--- src/rtl/cam_pkg.sv ---
// Shared types for the CAM: request opcodes and controller states.
package cam_pkg;

  typedef enum logic [1:0] {
    OP_READ  = 2'd0,
    OP_WRITE = 2'd1,
    OP_INVAL = 2'd2,
    OP_FLUSH = 2'd3
  } cam_op_e;

  typedef enum logic {
    ST_IDLE  = 1'b0,
    ST_FLUSH = 1'b1
  } cam_state_e;

endpackage

--- src/rtl/cam_lru_tracker.sv ---
// Per-entry recency ages (0 = MRU, DEPTH-1 = LRU). The ages always form a
// permutation of 0..DEPTH-1, so exactly one entry carries the LRU age.
module cam_lru_tracker #(
  parameter  int DEPTH = 8,
  localparam int IDX_W = $clog2(DEPTH)
) (
  input  logic             clk_i,
  input  logic             reset_i,
  input  logic             touch,
  input  logic [IDX_W-1:0] touch_idx,
  input  logic             inval,
  input  logic [IDX_W-1:0] inval_idx,
  input  logic             reset_ages,
  output logic [IDX_W-1:0] lru_idx
);

  logic [IDX_W-1:0] ages [DEPTH];
  logic [IDX_W-1:0] touch_age;
  logic [IDX_W-1:0] inval_age;

  assign touch_age = ages[touch_idx];
  assign inval_age = ages[inval_idx];

  for (genvar gi = 0; gi < DEPTH; gi++) begin : g_age
    logic [IDX_W-1:0] age_reg;
    assign ages[gi] = age_reg;

    // Touch promotes to MRU and ages younger entries; inval demotes to LRU
    // and pulls older entries one step towards MRU.
    always_ff @(posedge clk_i) begin
      if (reset_i || reset_ages) begin
        age_reg <= IDX_W'(gi);
      end else if (touch) begin
        if (IDX_W'(gi) == touch_idx)  age_reg <= '0;
        else if (age_reg < touch_age) age_reg <= age_reg + 1'b1;
      end else if (inval) begin
        if (IDX_W'(gi) == inval_idx)  age_reg <= IDX_W'(DEPTH - 1);
        else if (age_reg > inval_age) age_reg <= age_reg - 1'b1;
      end
    end
  end

  // The unique entry holding the oldest age is the replacement candidate.
  always_comb begin
    lru_idx = '0;
    for (int i = 0; i < DEPTH; i++) begin
      if (ages[i] == IDX_W'(DEPTH - 1)) lru_idx = IDX_W'(i);
    end
  end

endmodule

--- src/rtl/cam_core.sv ---
// Fully associative key/value store with LRU replacement, single-entry
// invalidate and a multi-cycle flush that clears one entry per cycle.
module cam_core
  import cam_pkg::*;
#(
  parameter int KEY_W = 8,
  parameter int VAL_W = 16,
  parameter int DEPTH = 8
) (
  input  logic             clk_i,
  input  logic             reset_i,
  input  logic             req_valid_i,
  output logic             req_ready_o,
  input  logic [1:0]       req_op_i,
  input  logic [KEY_W-1:0] req_key_i,
  input  logic [VAL_W-1:0] req_val_i,
  output logic             rsp_valid_o,
  output logic             rsp_hit_o,
  output logic [VAL_W-1:0] rsp_val_o,
  output logic             rsp_evict_o,
  output logic [KEY_W-1:0] rsp_evict_key_o,
  output logic [VAL_W-1:0] rsp_evict_val_o
);

  localparam int IDX_W = $clog2(DEPTH);

  cam_state_e       state_reg;
  logic [IDX_W-1:0] cnt_reg;
  logic [DEPTH-1:0] valid_reg;
  logic [KEY_W-1:0] key_mem [DEPTH];
  logic [VAL_W-1:0] val_mem [DEPTH];

  cam_op_e          op;
  logic             accept;
  logic [DEPTH-1:0] match;
  logic             hit;
  logic [IDX_W-1:0] hit_idx;
  logic             free_found;
  logic [IDX_W-1:0] free_idx;
  logic [IDX_W-1:0] lru_idx;
  logic [IDX_W-1:0] victim_idx;
  logic [IDX_W-1:0] wr_idx;
  logic             touch;
  logic             inval;
  logic             reset_ages;

  assign op          = cam_op_e'(req_op_i);
  assign req_ready_o = (state_reg == ST_IDLE);
  assign accept      = req_valid_i && req_ready_o;

  for (genvar gi = 0; gi < DEPTH; gi++) begin : g_match
    assign match[gi] = valid_reg[gi] && (key_mem[gi] == req_key_i);
  end

  // Encode the (at most one) matching entry and the lowest-index free entry.
  always_comb begin
    hit_idx    = '0;
    free_found = 1'b0;
    free_idx   = '0;
    for (int i = DEPTH - 1; i >= 0; i--) begin
      if (match[i]) hit_idx = IDX_W'(i);
      if (!valid_reg[i]) begin
        free_found = 1'b1;
        free_idx   = IDX_W'(i);
      end
    end
  end

  assign hit        = |match;
  assign victim_idx = free_found ? free_idx : lru_idx;
  assign wr_idx     = hit ? hit_idx : victim_idx;
  assign touch      = accept && ((op == OP_WRITE) || (op == OP_READ && hit));
  assign inval      = accept && (op == OP_INVAL) && hit;
  assign reset_ages = (state_reg == ST_FLUSH) && (cnt_reg == IDX_W'(DEPTH - 1));

  cam_lru_tracker #(.DEPTH(DEPTH)) u_lru (
    .clk_i      (clk_i),
    .reset_i    (reset_i),
    .touch      (touch),
    .touch_idx  (wr_idx),
    .inval      (inval),
    .inval_idx  (hit_idx),
    .reset_ages (reset_ages),
    .lru_idx    (lru_idx)
  );

  // Key/value storage: written on every accepted WRITE, never reset.
  always_ff @(posedge clk_i) begin
    if (!reset_i && accept && op == OP_WRITE) begin
      key_mem[wr_idx] <= req_key_i;
      val_mem[wr_idx] <= req_val_i;
    end
  end

  // Controller: valid bits, flush sequencing and the registered response.
  always_ff @(posedge clk_i) begin
    if (reset_i) begin
      state_reg       <= ST_IDLE;
      cnt_reg         <= '0;
      valid_reg       <= '0;
      rsp_valid_o     <= 1'b0;
      rsp_hit_o       <= 1'b0;
      rsp_val_o       <= '0;
      rsp_evict_o     <= 1'b0;
      rsp_evict_key_o <= '0;
      rsp_evict_val_o <= '0;
    end else begin
      rsp_valid_o     <= 1'b0;
      rsp_hit_o       <= 1'b0;
      rsp_val_o       <= '0;
      rsp_evict_o     <= 1'b0;
      rsp_evict_key_o <= '0;
      rsp_evict_val_o <= '0;
      case (state_reg)
        ST_IDLE: begin
          if (accept) begin
            case (op)
              OP_READ: begin
                rsp_valid_o <= 1'b1;
                rsp_hit_o   <= hit;
                rsp_val_o   <= hit ? val_mem[hit_idx] : '0;
              end
              OP_WRITE: begin
                rsp_valid_o       <= 1'b1;
                rsp_hit_o         <= hit;
                valid_reg[wr_idx] <= 1'b1;
                if (!hit && !free_found) begin
                  rsp_evict_o     <= 1'b1;
                  rsp_evict_key_o <= key_mem[victim_idx];
                  rsp_evict_val_o <= val_mem[victim_idx];
                end
              end
              OP_INVAL: begin
                rsp_valid_o <= 1'b1;
                rsp_hit_o   <= hit;
                if (hit) valid_reg[hit_idx] <= 1'b0;
              end
              default: begin
                state_reg <= ST_FLUSH;
                cnt_reg   <= '0;
              end
            endcase
          end
        end
        default: begin
          valid_reg[cnt_reg] <= 1'b0;
          if (cnt_reg == IDX_W'(DEPTH - 1)) begin
            cnt_reg     <= '0;
            state_reg   <= ST_IDLE;
            rsp_valid_o <= 1'b1;
          end else begin
            cnt_reg <= cnt_reg + 1'b1;
          end
        end
      endcase
    end
  end

endmodule

--- config.mk ---
export PLATFORM = sky130hd
export DESIGN_NAME = cam_core
export DESIGN_NICKNAME = d
export VERILOG_FILES = /design/src/rtl/cam_pkg.sv /design/src/rtl/cam_lru_tracker.sv /design/src/rtl/cam_core.sv
export SDC_FILE = /design/constraint.sdc
export NUM_CORES = 1
export LEC_CHECK = 0
export ABC_CLOCK_PERIOD_IN_PS = 7600
export CAP_MARGIN = 25
export CORE_AREA = 2 2 168 170
export DETAILED_ROUTE_END_ITERATION = 8
export DIE_AREA = 0 0 170 172
export PLACE_DENSITY = 0.8
export SLEW_MARGIN = 30
export SYNTH_ARGS = -nofsm -noshare
export SYNTH_HDL_FRONTEND = slang
export SYNTH_SLANG_ARGS = --single-unit
--- constraint.sdc ---
create_clock -name clk_i -period 7.6 [get_ports clk_i]
set_input_delay 2.28 -clock clk_i [delete_from_list [all_inputs] [get_ports clk_i]]
set_output_delay 2.28 -clock clk_i [all_outputs]
set_load 0.05 [all_outputs]
[Yosys cells after proc, flatten, opt, wreduce, memory -nomap -nowiden]
Memory sizes are Yosys's and may differ from the RTL's. A register that Yosys moved wholly into a read port is not among the register bits.
Cells that the tools add are included.
Cells by class
  $add $sub $neg: 17
  multiplexer cells: 112
  reduce and logical (&&, ||, !) cells: 55
  equal/unequal tests: 42
  $lt $le $gt $ge: 24
  bitwise gates (word level): 14
Operators by type and width (number)
  $mux W3: 78
  $eq A8 B8 Y1: 8
  $add A3 B1 Y3 const B: 9
  $reduce_and A3 Y1: 9
  $reduce_bool A3 Y1: 9
  $eq A3 B3 Y1 const A: 8
  $eq A3 B3 Y1 const B: 8
  $gt A3 B3 Y1: 8
  $lt A3 B3 Y1: 8
  $mux W8: 3
  $ne A3 B1 Y1 const B: 8
  $sub A3 B1 Y3 const B: 8
  $mux W1: 23
  $logic_and A1 B1 Y1: 20
  $bmux W3 S3: 2
  $and A8 B8 Y8: 2
  $not A8 Y8: 2
  $pmux W8 S2: 1
  $eq A2 B3 Y1 const A: 4
  $lt A3 B4 Y1 const B: 3
  $reduce_or A5 Y1: 2
  $demux W1 S3: 3
  $ge A3 B1 Y1 const B: 3
  $ge A4 B4 Y1 const B: 2
  other kinds (18): 33
Word-level totals
  flip-flop bits (word level): 39
  RAM bits: 192
  memories kept: 2
  word-level logic and storage cells: 280
  bits of input ports: 29
Memory list
  val_mem: words 8, bits a word 16, read ports 2, clocked after Yosys merged registers in 2, wr ports 1, line cam_core.sv:31  | logic [VAL_W-1:0] val_mem [DEPTH];
  key_mem: words 8, bits a word 8, read ports 9, clocked after Yosys merged registers in 1, wr ports 1, line cam_core.sv:30  | logic [KEY_W-1:0] key_mem [DEPTH];

[Logic depth before layout (Yosys ltp)]
An unclocked memory read counts as a cell.
  depth in word-level cells: 21
  gate-level depth with buffers: 23
  gate-level depth less buffers: 20

[By module]
Synthesis repeated with hierarchy kept, for this count alone.
Unflattened totals
  cells, all modules: 1348
  area total of the unflattened synthesis: 14599.0 um^2
Modules (own cells, without submodules)
  cam_core: times used 1, area each 11308.3 um^2, cells an instance 947
  cam_lru_tracker: times used 1, area each 3290.7 um^2, cells an instance 401

[Worst setup path after synthesis]
OpenSTA, ideal clock, no wires.
  path kind: input to register
  start point: in req_key_i[2]
  end point: reg u_lru.g_age[6].age_reg[0]
  slack: 1.038 ns
  path buffers: 3
  arrival: 6.492 ns
  cell stages on the path: 20
  required time: 7.530 ns
  setup time: 0.070 ns
  cells stage by stage: buf_6 -> xnor2_1 -> nand4_1 -> or4_4 -> nand2b_2 -> a21oi_1 -> nor2_1 -> clkbuf_1 -> clkbuf_1 -> nand2_1 -> o211ai_1 -> o21ai_0 -> o21ai_0 -> ha_1 -> nor2_1 -> o21ai_0 -> a21o_1 -> a221o_1 -> or4_1 -> a21oi_1
On the way
  longest elaborated chain between the ends: 18
  elaborated cells on any way between the ends: 50
  classes of those cells: order compare (2); eq/ne (11); mux (19); bitwise (2); reduce/logical (16)
RTL lines
  from (decl): line cam_core.sv:15  | input logic [KEY_W-1:0] req_key_i,
  $eq A8 B8 Y1: line cam_core.sv:52  | assign match[gi] = valid_reg[gi] && (key_mem[gi] == req_key_i);
  $logic_and A1 B1 Y1: line cam_core.sv:52
  $mux W3 (8 in series): line cam_core.sv:61  | if (match[i]) hit_idx = IDX_W'(i);
  $mux W3: line cam_core.sv:71  | assign wr_idx = hit ? hit_idx : victim_idx;
  $not A3 Y4 (implied by the code): line cam_lru_tracker.sv:21  | assign touch_age = ages[touch_idx];
  $bmux W3 S3: line cam_lru_tracker.sv:21
  $mux W3 (implied by the code) (2 in series): line cam_lru_tracker.sv:21
  $lt A3 B3 Y1: line cam_lru_tracker.sv:35  | else if (age_reg < touch_age) age_reg <= age_reg + 1'b1;
  $ne A3 B1 Y1 (no source line)
  $reduce_and A3 Y1 (no source line)
  to (signal assigned): line cam_lru_tracker.sv:35
  to (signal assigned): line cam_lru_tracker.sv:37  | if (IDX_W'(gi) == inval_idx) age_reg <= IDX_W'(DEPTH - 1);
  to (signal assigned): line cam_lru_tracker.sv:38  | else if (age_reg > inval_age) age_reg <= age_reg - 1'b1;
  to (decl): line cam_lru_tracker.sv:25  | logic [IDX_W-1:0] age_reg;
Parallel ways exist; a longest one is shown, timed or not. The select of a mux whose other input is x is not followed.
A chain may end at the register's enable or synchronous reset.

[Worst setup path after layout]
  start point: in req_key_i[3]
  end point: reg u_lru.g_age[4].age_reg[1]
On the way
  longest elaborated chain between the ends: 18
  elaborated cells on any way between the ends: 50
  classes of those cells: order compare (2); eq/ne (11); mux (19); bitwise (2); reduce/logical (16)
RTL lines (line)
  $eq A8 B8 Y1: cam_core.sv:52
  $logic_and A1 B1 Y1: cam_core.sv:52
  $mux W3 (8 in series): cam_core.sv:61
  $mux W3: cam_core.sv:71
  $not A3 Y4 (implied by the code): cam_lru_tracker.sv:21
  $bmux W3 S3: cam_lru_tracker.sv:21
  $mux W3 (implied by the code) (2 in series): cam_lru_tracker.sv:21
  $lt A3 B3 Y1: cam_lru_tracker.sv:35
  $ne A3 B1 Y1 (no source line)
  $reduce_and A3 Y1 (no source line)
  to (signal assigned): cam_lru_tracker.sv:35
  to (signal assigned): cam_lru_tracker.sv:37
  to (signal assigned): cam_lru_tracker.sv:38
  to (decl): cam_lru_tracker.sv:25
Parallel ways exist; a longest one is shown, timed or not. The select of a mux whose other input is x is not followed.

==> results.txt <==
HP Start: u_lru.g_age[0].age_reg[0]
most common cell in the netlist: nand2_1
pin count of the biggest net entering global routing: 97
unrepaired setup endpoints after global routing: no
final net count: 1737
Critical Path Fanout Max: 16
Post-DRT Antenna Nets: 0
Core ar.: 27500 um^2
Clk Latency, worst-skew pair: 0.57 ns
top post-synthesis cells by area: edfxtp_1, nand2_1, dfxtp_1, ha_1, nand3_1
DR WL/cell: 21.5 um
Fin. Hold Viols: 0
Leak: 6.32 nW
post-synth cell types: 88
global-route wire length before repair: 67.2 mm
clk_skew: 0.0270 ns
Post-DP Area: 16000 um^2
DRC Markers: 0
Mapped Nets: 1687
P per Cell Area: 196 nW/um^2
max incr delay on CP: 0.78 ns
Synth top cells by count: nand2_1, edfxtp_1, nand3_1
Vias: 12900
Hold Crit Class: flop to flop
cell mode on critical path: nand2_1
crit-path cells: clkdlybuf4s50_1, xnor2_1, nand2_1, nor4_1, nor2_1, o21ai_1, or2_1, nand2_1, a31oi_1, o31ai_1, a22oi_1, o21ai_0, buf_4, ha_1, and3_1, a2111oi_0, o211ai_1, a311oi_1, a211oi_1
Pre-Repair DR Iteration Count: 6
Area Overhead vs Synth: 13.8%
XOR/XNOR Fraction of Synth Area: 4.54%
CP Capture Point: u_lru.g_age[4].age_reg[1]
Required @ worst endpoint: 8.01 ns
sequential element share of the synthesized area: 49.2%
Post-Route WL: 43.7 mm
final antenna diode count: 0
worst endpoint data arrival time: 7.31 ns
number of flops mapped to enable cells by yosys: 192
Overall Global Routing Usage: 29.8%
Total Neg Setup Slack: 0 ns
Post-CTS Hold Buffers: 0
Bufs and invs on worst path: 2
Root Buffer: clkbuf_16
Slew @ Worst Pin: 0.823 ns
Cells after Synth: 1609
Resize count post-CTS: 0
launching element of the worst setup path: req_key_i[3]
CP delay by family, top: compound AO/OA/AOI/OAI gates
Simple-Gate Fraction of Synth Area: 22.2%
width of the die: 170 um
Mapped Area: 14900 um^2
Final min period: 6.90 ns
# Max-Cap Violations: 0
starting density of the core: 54.3%
R2R Path Start: u_lru.g_age[6].age_reg[1]
H-tree levels: 1
FP Rows: 61
Post-DP HPWL: 28.0 mm
vias in the first global route: 12300
max_slew headroom: 44.7%
DR iter-0 viols: 1560
Reg2Reg Depth: 19
Synth area leader: edfxtp_1
Port Buf Inserts: 72
critical path depth in cells: 19
vias per cell: 6.36
Largest register FFs: 128
Synth top area share: 38.6%
Synth Area in Adders: 4.18%
Final period util: 90.8%
cell area after layout: 17000 um^2
Critical-path top delay cell: clkdlybuf4s50_1
clk buf depth: 3
CTS tree: done
Final Setup Violations: 0
Reg2Reg Setup Slack: 2.57 ns
DIE HEIGHT: 172 um
Post-synth top flop: edfxtp_1
post-synthesis compound-gate area fraction: 14.9%
status: finished clean
Hold WS: 0.537 ns
max-slew violation count: 0
Async SR Flop Fraction: 0%
FF-to-FF End: u_lru.g_age[4].age_reg[1]
post-synthesis register bit count: 271
CP endpoint kind: flop
dpl ws: 0.301 ns
layout cells sized above 1: 8.80%
I/O pin cnt: 73
fin util: 61.8%
initial antenna violation count: 1
combinational family with the most area after synthesis: simple AND/OR/NAND/NOR gates
cts bufs inserted: 28
grt total ovfl: 0
setup ws final: 0.696 ns
gpl congestion: 0.985
fillers: 2174
YS warnings: 0
Post-CTS Setup Inserts: 0
Clock Pin Slew Worst Setup and Hold Paths: 0.06 ns
Crit Path Category: input port to flop
startpoint types: input port
Fmax achieved: 0.145 GHz
Avg Cell Area, Syn: 9.27 um^2
area of the die: 29200 um^2
clk sinks: 271
mux cell area share after synthesis: 1.03%
VDD IR-drop max: 0.000261 V
-- logic make-up (layout without fill, tap and decap cells) --
| group | Yosys count | after routing |
|---|---|---|
| AO/OA/AOI/OAI | 321 | 321 |
| buffers and inverters | 131 | 203 |
| XOR/XNOR | 73 | 73 |
| multiplexers | 13 | 13 |
| AND/OR/NAND/NOR | 750 | 750 |
| adder cells (fa/ha/maj) | 50 | 50 |
| flip-flops | 271 | 271 |
-- how the worst min path moves through the flow --
stage | to | slack [ns] | depth (start not counted)
after floorplan | u_lru.g_age[0].age_reg[0] | 0.48 | 2
final | u_lru.g_age[0].age_reg[0] | 0.54 | 2
after global placement | u_lru.g_age[0].age_reg[0] | 0.51 | 2
after CTS | u_lru.g_age[0].age_reg[0] | 0.54 | 2
after detailed placement | u_lru.g_age[0].age_reg[0] | 0.53 | 2
after global routing | u_lru.g_age[0].age_reg[0] | 0.58 | 2
-- metrics by stage --
stage	power, mW	instances
after floorplan	1.89	1609
after global placement	1.99	1974
after detailed placement	2.00	1974
after CTS	3.34	2026
after global routing	3.44	2027
final	3.33	2027
-- per-layer routing --
layer / vias up / routed length (um) / track usage [%] / share of wire (%)
li1: 5923 / - / - / -
met5: - / 13 / 0 / 0.030
met4: 2 / 1720 / 13.9 / 3.9
met2: 735 / 20500 / 48.5 / 47
met1: 6083 / 17400 / 39.4 / 40
met3: 139 / 4000 / 4.65 / 9.2
-- cell usage in the layout (no fill, tap or decap), types with 7 or more instances in the layout --
cell,n
clkinv_2,7
a21oi_1,71
or3_1,10
a311oi_1,30
nand3_1,116
and3_1,29
clkdlybuf4s50_1,72
nor2_1,85
ha_1,49
nand4_1,17
o21ai_0,42
xor2_1,8
nand2_1,422
o21a_1,8
dfxtp_1,79
clkbuf_16,28
mux2i_1,9
or4_1,7
a31oi_1,42
xnor2_1,60
buf_4,45
o211ai_1,47
nor2_2,7
edfxtp_1,192
nor3_1,20
inv_1,31
-- worst reg2reg max path: stages, from the launching register on --
cell and delay, ns:
dfxtp_1 0.43, ha_1 0.25, ha_1 0.27, nor2_1 0.28
a41oi_1 0.20, o211a_1 0.27, nor3_1 0.35, or2_1 0.55
nand2_1 0.11, a31oi_1 0.18, o31ai_1 0.11, a22oi_1 0.18
o21ai_0 0.09, buf_4 0.21, ha_1 0.18, and3_1 0.13
a2111oi_0 0.37, o211ai_1 0.29, a311oi_1 0.34, a211oi_1 0.08
-- power by group --
part / internal (mW) / switching (mW) / leakage, nW
registers: 1.59 / 0.0268 / 2.37
clock network: 0.779 / 0.577 / 0.456
logic: 0.138 / 0.217 / 3.50
-- layout make-up --
| type | count | area (um^2) | area share [%] |
|---|---|---|---|
| clock inverters | 17 | 170 | 1.00 |
| clock buffers | 35 | 757 | 4.46 |
| inverters | 32 | 120 | 0.707 |
| repair buffers | 119 | 1090 | 6.42 |
| well taps | 346 | 433 | 2.55 |
| flip-flops and latches | 271 | 7350 | 43.3 |
| multi-input cells | 1207 | 7060 | 41.6 |
No activity file was read; power rests on OpenSTA's default activity.
==> RTL edit 1 (same settings) <==
`DEPTH` is set to 8 in 2 places; all go to 4.
--- a/src/rtl/cam_lru_tracker.sv
+++ b/src/rtl/cam_lru_tracker.sv
@@ -2,5 +2,5 @@
 // permutation of 0..DEPTH-1, so exactly one entry carries the LRU age.
 module cam_lru_tracker #(
-  parameter  int DEPTH = 8,
+  parameter  int DEPTH = 4,
   localparam int IDX_W = $clog2(DEPTH)
 ) (
--- a/src/rtl/cam_core.sv
+++ b/src/rtl/cam_core.sv
@@ -6,5 +6,5 @@
   parameter int KEY_W = 8,
   parameter int VAL_W = 16,
-  parameter int DEPTH = 8
+  parameter int DEPTH = 4
 ) (
   input  logic             clk_i,
Formal check against the unedited RTL: not equivalent (a bounded check fails within 10 cycles, from zero or initial values and one cycle with reset_i high).
==> RTL edit 1 against the original RTL <==
Area after synthesis fell by 53%. Fmax up 19%. First-iteration DRC count shrank 68%. Critical path depth fell by 4. Wire length is 57% lower. Sequential cell count shrank 117. Setup slack better by 1.1 ns. Non-clock buffer count fell by 34. Register-to-register slack better by 1.4 ns. Sequential power down 44%. Total power down 46%. Highest routed layer is now met4. Critical endpoint is now u_lru.g_age[1].age_reg[0]. Design area decreased by 48%.
==> RTL edit 1: results (changes against the original RTL) <==
stage	metric	value	unit	change
status	status	finished clean		
synth	yosysSeqAreaShare	57.3	%	+8.0 points
critical_path	worst_ep_arrival_time	6.14	ns	-1.17 ns
timing	fin_skew	0.00906	ns	-0.0179 ns
synth	synth_xor_area_share	4.09	%	-0.44 points
synth	synth_adder_area_share	2.39	%	-1.8 points
route	vias	5335		-59%
critical_path	cp_max_fo	21		+5
synth	yosys-top-cells-count	96 x edfxtp_1, 58 x dfxtp_1, 53 x nand2_1		
global_routing	grt_start_max_net_pins	46		-53%
route	wirelength	18800	microns	-57%
critical_path	cpPeakStageDelay	0.59	ns	-0.19 ns
cells_and_area	antennaDiodeCount	0		unchanged
clock_tree	cts_buffers	17		-39%
synth	muxShareOfSynthArea	4.13	%	+3.1 points
critical_path	r2r_setup_slack	3.93	ns	+1.36 ns
route	drtPass1Iterations	5		-1
timing	hold_ws	0.513	ns	-0.0245 ns
min_path	min_from	cnt_reg[0]		
clock_tree	clk_latency	0.43	ns	-0.14 ns
global_routing	grt_antenna_before_repair	0		-1
timing	slew_headroom	40.7	%	-4.1 points
power_and_ir_drop	vdd_drop_max	145	uV	-44%
critical_path	startpoint	req_key_i[0]		
synth	synth_edf_count	96		-50%
critical_path	r2r_start	key_mem[1][0]		
place	routabilityCongestion	0.926		-6.0%
cells_and_area	nFillCells	2718		+25%
synth	syn_nets	659		-61%
cells_and_area	num-nets-final	728		-58%
clock_tree	clock_path_buffers	2		-1
place	placed_area	0.00820	sq mm	-49%
place	pre_cts_ws	1.37	ns	+1.07 ns
synth	synth-compound-area-share	16.5	%	+1.6 points
timing	finalWorstSetupSlack	1.82	ns	+1.12 ns
place	dp_cells	1015		-49%
power_and_ir_drop	power.total	1810	uW	-46%
route	drtIter0Drc	492		-68%
power_and_ir_drop	power_clock	788	uW	-42%
global_routing	grt_pass1_vias	5218		-57%
global_routing	grt_pass1_wl	28800	microns	-57%
place	hpwl	12600	microns	-55%
synth	ys_types	61		-31%
synth	synthCells	619		-62%
power_and_ir_drop	p_leak	0.00285	uW	-55%
min_path	min_delay_worst_endpoint	cnt_reg[0]		
critical_path	ff2ff_path_depth	14		-5
critical_path	reg2reg_to	u_lru.g_age[1].age_reg[0]		
power_and_ir_drop	pg_comb	116	uW	-67%
clock_tree	htreeDepth	4		+3
timing	slew_viol_final	0		unchanged
synth	synth_area_leaders	edfxtp_1 41%, dfxtp_1 16%, a211oi_1 5.5%		
[RTL edit 1: cell count changes after synthesis, moves of 38 or more]
cell	unedited run	this run
o211ai_1	47	2
nand3_1	116	18
a211oi_1	4	52
nand2_1	423	53
a21oi_1	72	20
ha_1	49	11
edfxtp_1	192	96
nor2_1	93	34
clkbuf_1	78	30
[RTL edit 1: metal layers]
metal | vias up | part of all wire, % | GRT usage [%]
met2 | 208 | 48 | 21.6
li1 | 2479 | - | -
met5 | - | 0 | 0
met1 | 2619 | 43 | 16.3
met4 | 0 | 2.0 | 5.65
met3 | 29 | 6.6 | 3.02
[RTL edit 1: final cells by class]
cell class                 instances  area [sq um]  share of cell area (%)
clock inverter                    14           113                    1.29
timing repair buffer              85           818                    9.35
multi-input combinational        416          2860                    32.6
clock buffer                      18           439                    5.02
inverter                          14          52.6                   0.600
sequential                       154          4040                    46.2
tap                              346           433                    4.94
==> RTL edit 2 (config.mk and constraints unchanged) <==
Made on the original files. Reset style: asynchronous (`reset_i`), changed in one clocked block.
--- a/src/rtl/cam_core.sv
+++ b/src/rtl/cam_core.sv
@@ -94,5 +94,5 @@
 
   // Controller: valid bits, flush sequencing and the registered response.
-  always_ff @(posedge clk_i) begin
+  always_ff @(posedge clk_i or posedge reset_i) begin
     if (reset_i) begin
       state_reg       <= ST_IDLE;
Check against the original RTL: differs if reset_i is asserted again (counterexample within 4 cycles, from zero or initial values and one cycle with reset_i high); with reset_i held inactive, the same outputs for 4 cycles.
==> RTL edit 2 against the original RTL <==
Sequential share of layout area grew 1.1 points. Area after synthesis grew 1.5%. Wire length grew 1.4%. Sequential cell count is the same. Cell count is essentially flat. Design area grew 1.2%. First-iteration DRC count grew 14%. Worst hold slack lost 0.024 ns. Critical path depth grew 1. Setup slack lost 0.072 ns. Clock skew shrank 0.012 ns.
Power is not compared: it rests on default switching activity, and its combinational part moved more than twofold at a synthesized area within 25%.
==> RTL edit 2: results (changes against the original RTL) <==
stage	metric	value	unit	change
route	wl_met1	17600	microns	+1.3%
global_routing	grt_antenna_before_repair	0		-1
synth	syn_nets	1685		-0.12%
synth	synth_adder_area_share	4.05	%	-0.13 points
global_routing	use_met2	49.0	%	+0.46 points
route	via_per_inst	6.44		+1.4%
place	placed_area	0.0163	sq mm	+1.5%
cells_and_area	clock_buffers	39		+11%
status	status	finished clean		
cells_and_area	nNonClkBuffers	115		-3.4%
route	drtIter0Drc	1779		+14%
critical_path	worst_ep_arrival_time	7.41	ns	+0.10 ns
cells_and_area	multi_input_area	0.00703	sq mm	-0.46%
synth	synth-compound-area-share	13.4	%	-1.5 points
synth	yosysSeqAreaShare	50.3	%	+1.1 points
global_routing	grt_pass1_vias	12500		+1.9%
cells_and_area	buf_share	6.26	%	-0.16 points
min_path	min_from	u_lru.g_age[4].age_reg[0]		
global_routing	gr-usage-all-layers	30.1	%	+0.36 points
min_path	min_delay_worst_endpoint	u_lru.g_age[4].age_reg[0]		
cells_and_area	seq_share	44.3	%	+1.1 points
route	vias	13100		+1.3%
clock_tree	cts_buffers	29		+3.6%
critical_path	r2r_setup_slack	1.98	ns	-0.59 ns
cells_and_area	nFillCells	2156		-0.83%
route	top_layer	met4		
cells_and_area	multi_input_gates	1208		+0.083%
critical_path	reg2reg_to	u_lru.g_age[4].age_reg[2]		
synth	ys_types	86		-2.3%
cells_and_area	design.seq.count	271		unchanged
synth	muxShareOfSynthArea	0.967	%	-0.065 points
global_routing	grt_use_met3	4.88	%	+0.23 points
## RTL edit 2: changes by cell type in the layout (fill, tap and decap cells not counted), moves of 8 or more
| cell | before | now |
|---|---|---|
| a21oi_1 | 71 | 50 |
| dfrtp_1 | 0 | 55 |
| dfxtp_1 | 79 | 24 |
| nand2_1 | 422 | 403 |
| nand3_1 | 116 | 188 |
| o211ai_1 | 47 | 19 |
| o21ai_1 | 3 | 11 |
## RTL edit 2: metrics by stage
step                      hold slack [ns]  utilization [%]
after floorplan                     0.466                -
after global placement              0.485             59.2
after detailed placement            0.498             59.2
after CTS                           0.506             62.5
after global routing                0.541             62.6
final                               0.513             62.6
## RTL edit 2: worst register-to-register path: cells and delay by family, from the launching register on
kind | cells | cell delay [ns]
compound gates | 11 | 2.81
simple gates | 5 | 1.15
flops | 1 | 0.42
mux | 1 | 0.20
buf+inv | 1 | 0.08
fa+ha+maj | 3 | 0.83
## RTL edit 2: where the power goes
group | switching (uW) | internal, uW | leakage, uW | total (uW)
Clock | 587 | 756 | 0.000447 | 1340
Combinational | 630 | 337 | 0.00329 | 968
Sequential | 68.7 | 1620 | 0.00268 | 1690
Total | 1290 | 2720 | 0.00642 | 4000
## RTL edit 2: how the worst max path moves through the flow
| stage | endpoint | slack (ns) | depth (start not counted) |
|---|---|---|---|
| after detailed placement | u_lru.g_age[4].age_reg[2] | 0.18 | 20 |
| after global placement | u_lru.g_age[4].age_reg[2] | 0.26 | 20 |
| after CTS | u_lru.g_age[6].age_reg[2] | 0.76 | 20 |
| final | u_lru.g_age[4].age_reg[2] | 0.62 | 20 |
| after floorplan | u_lru.g_age[2].age_reg[1] | 1.14 | 18 |
| after global routing | u_lru.g_age[6].age_reg[0] | 0.05 | 20 |
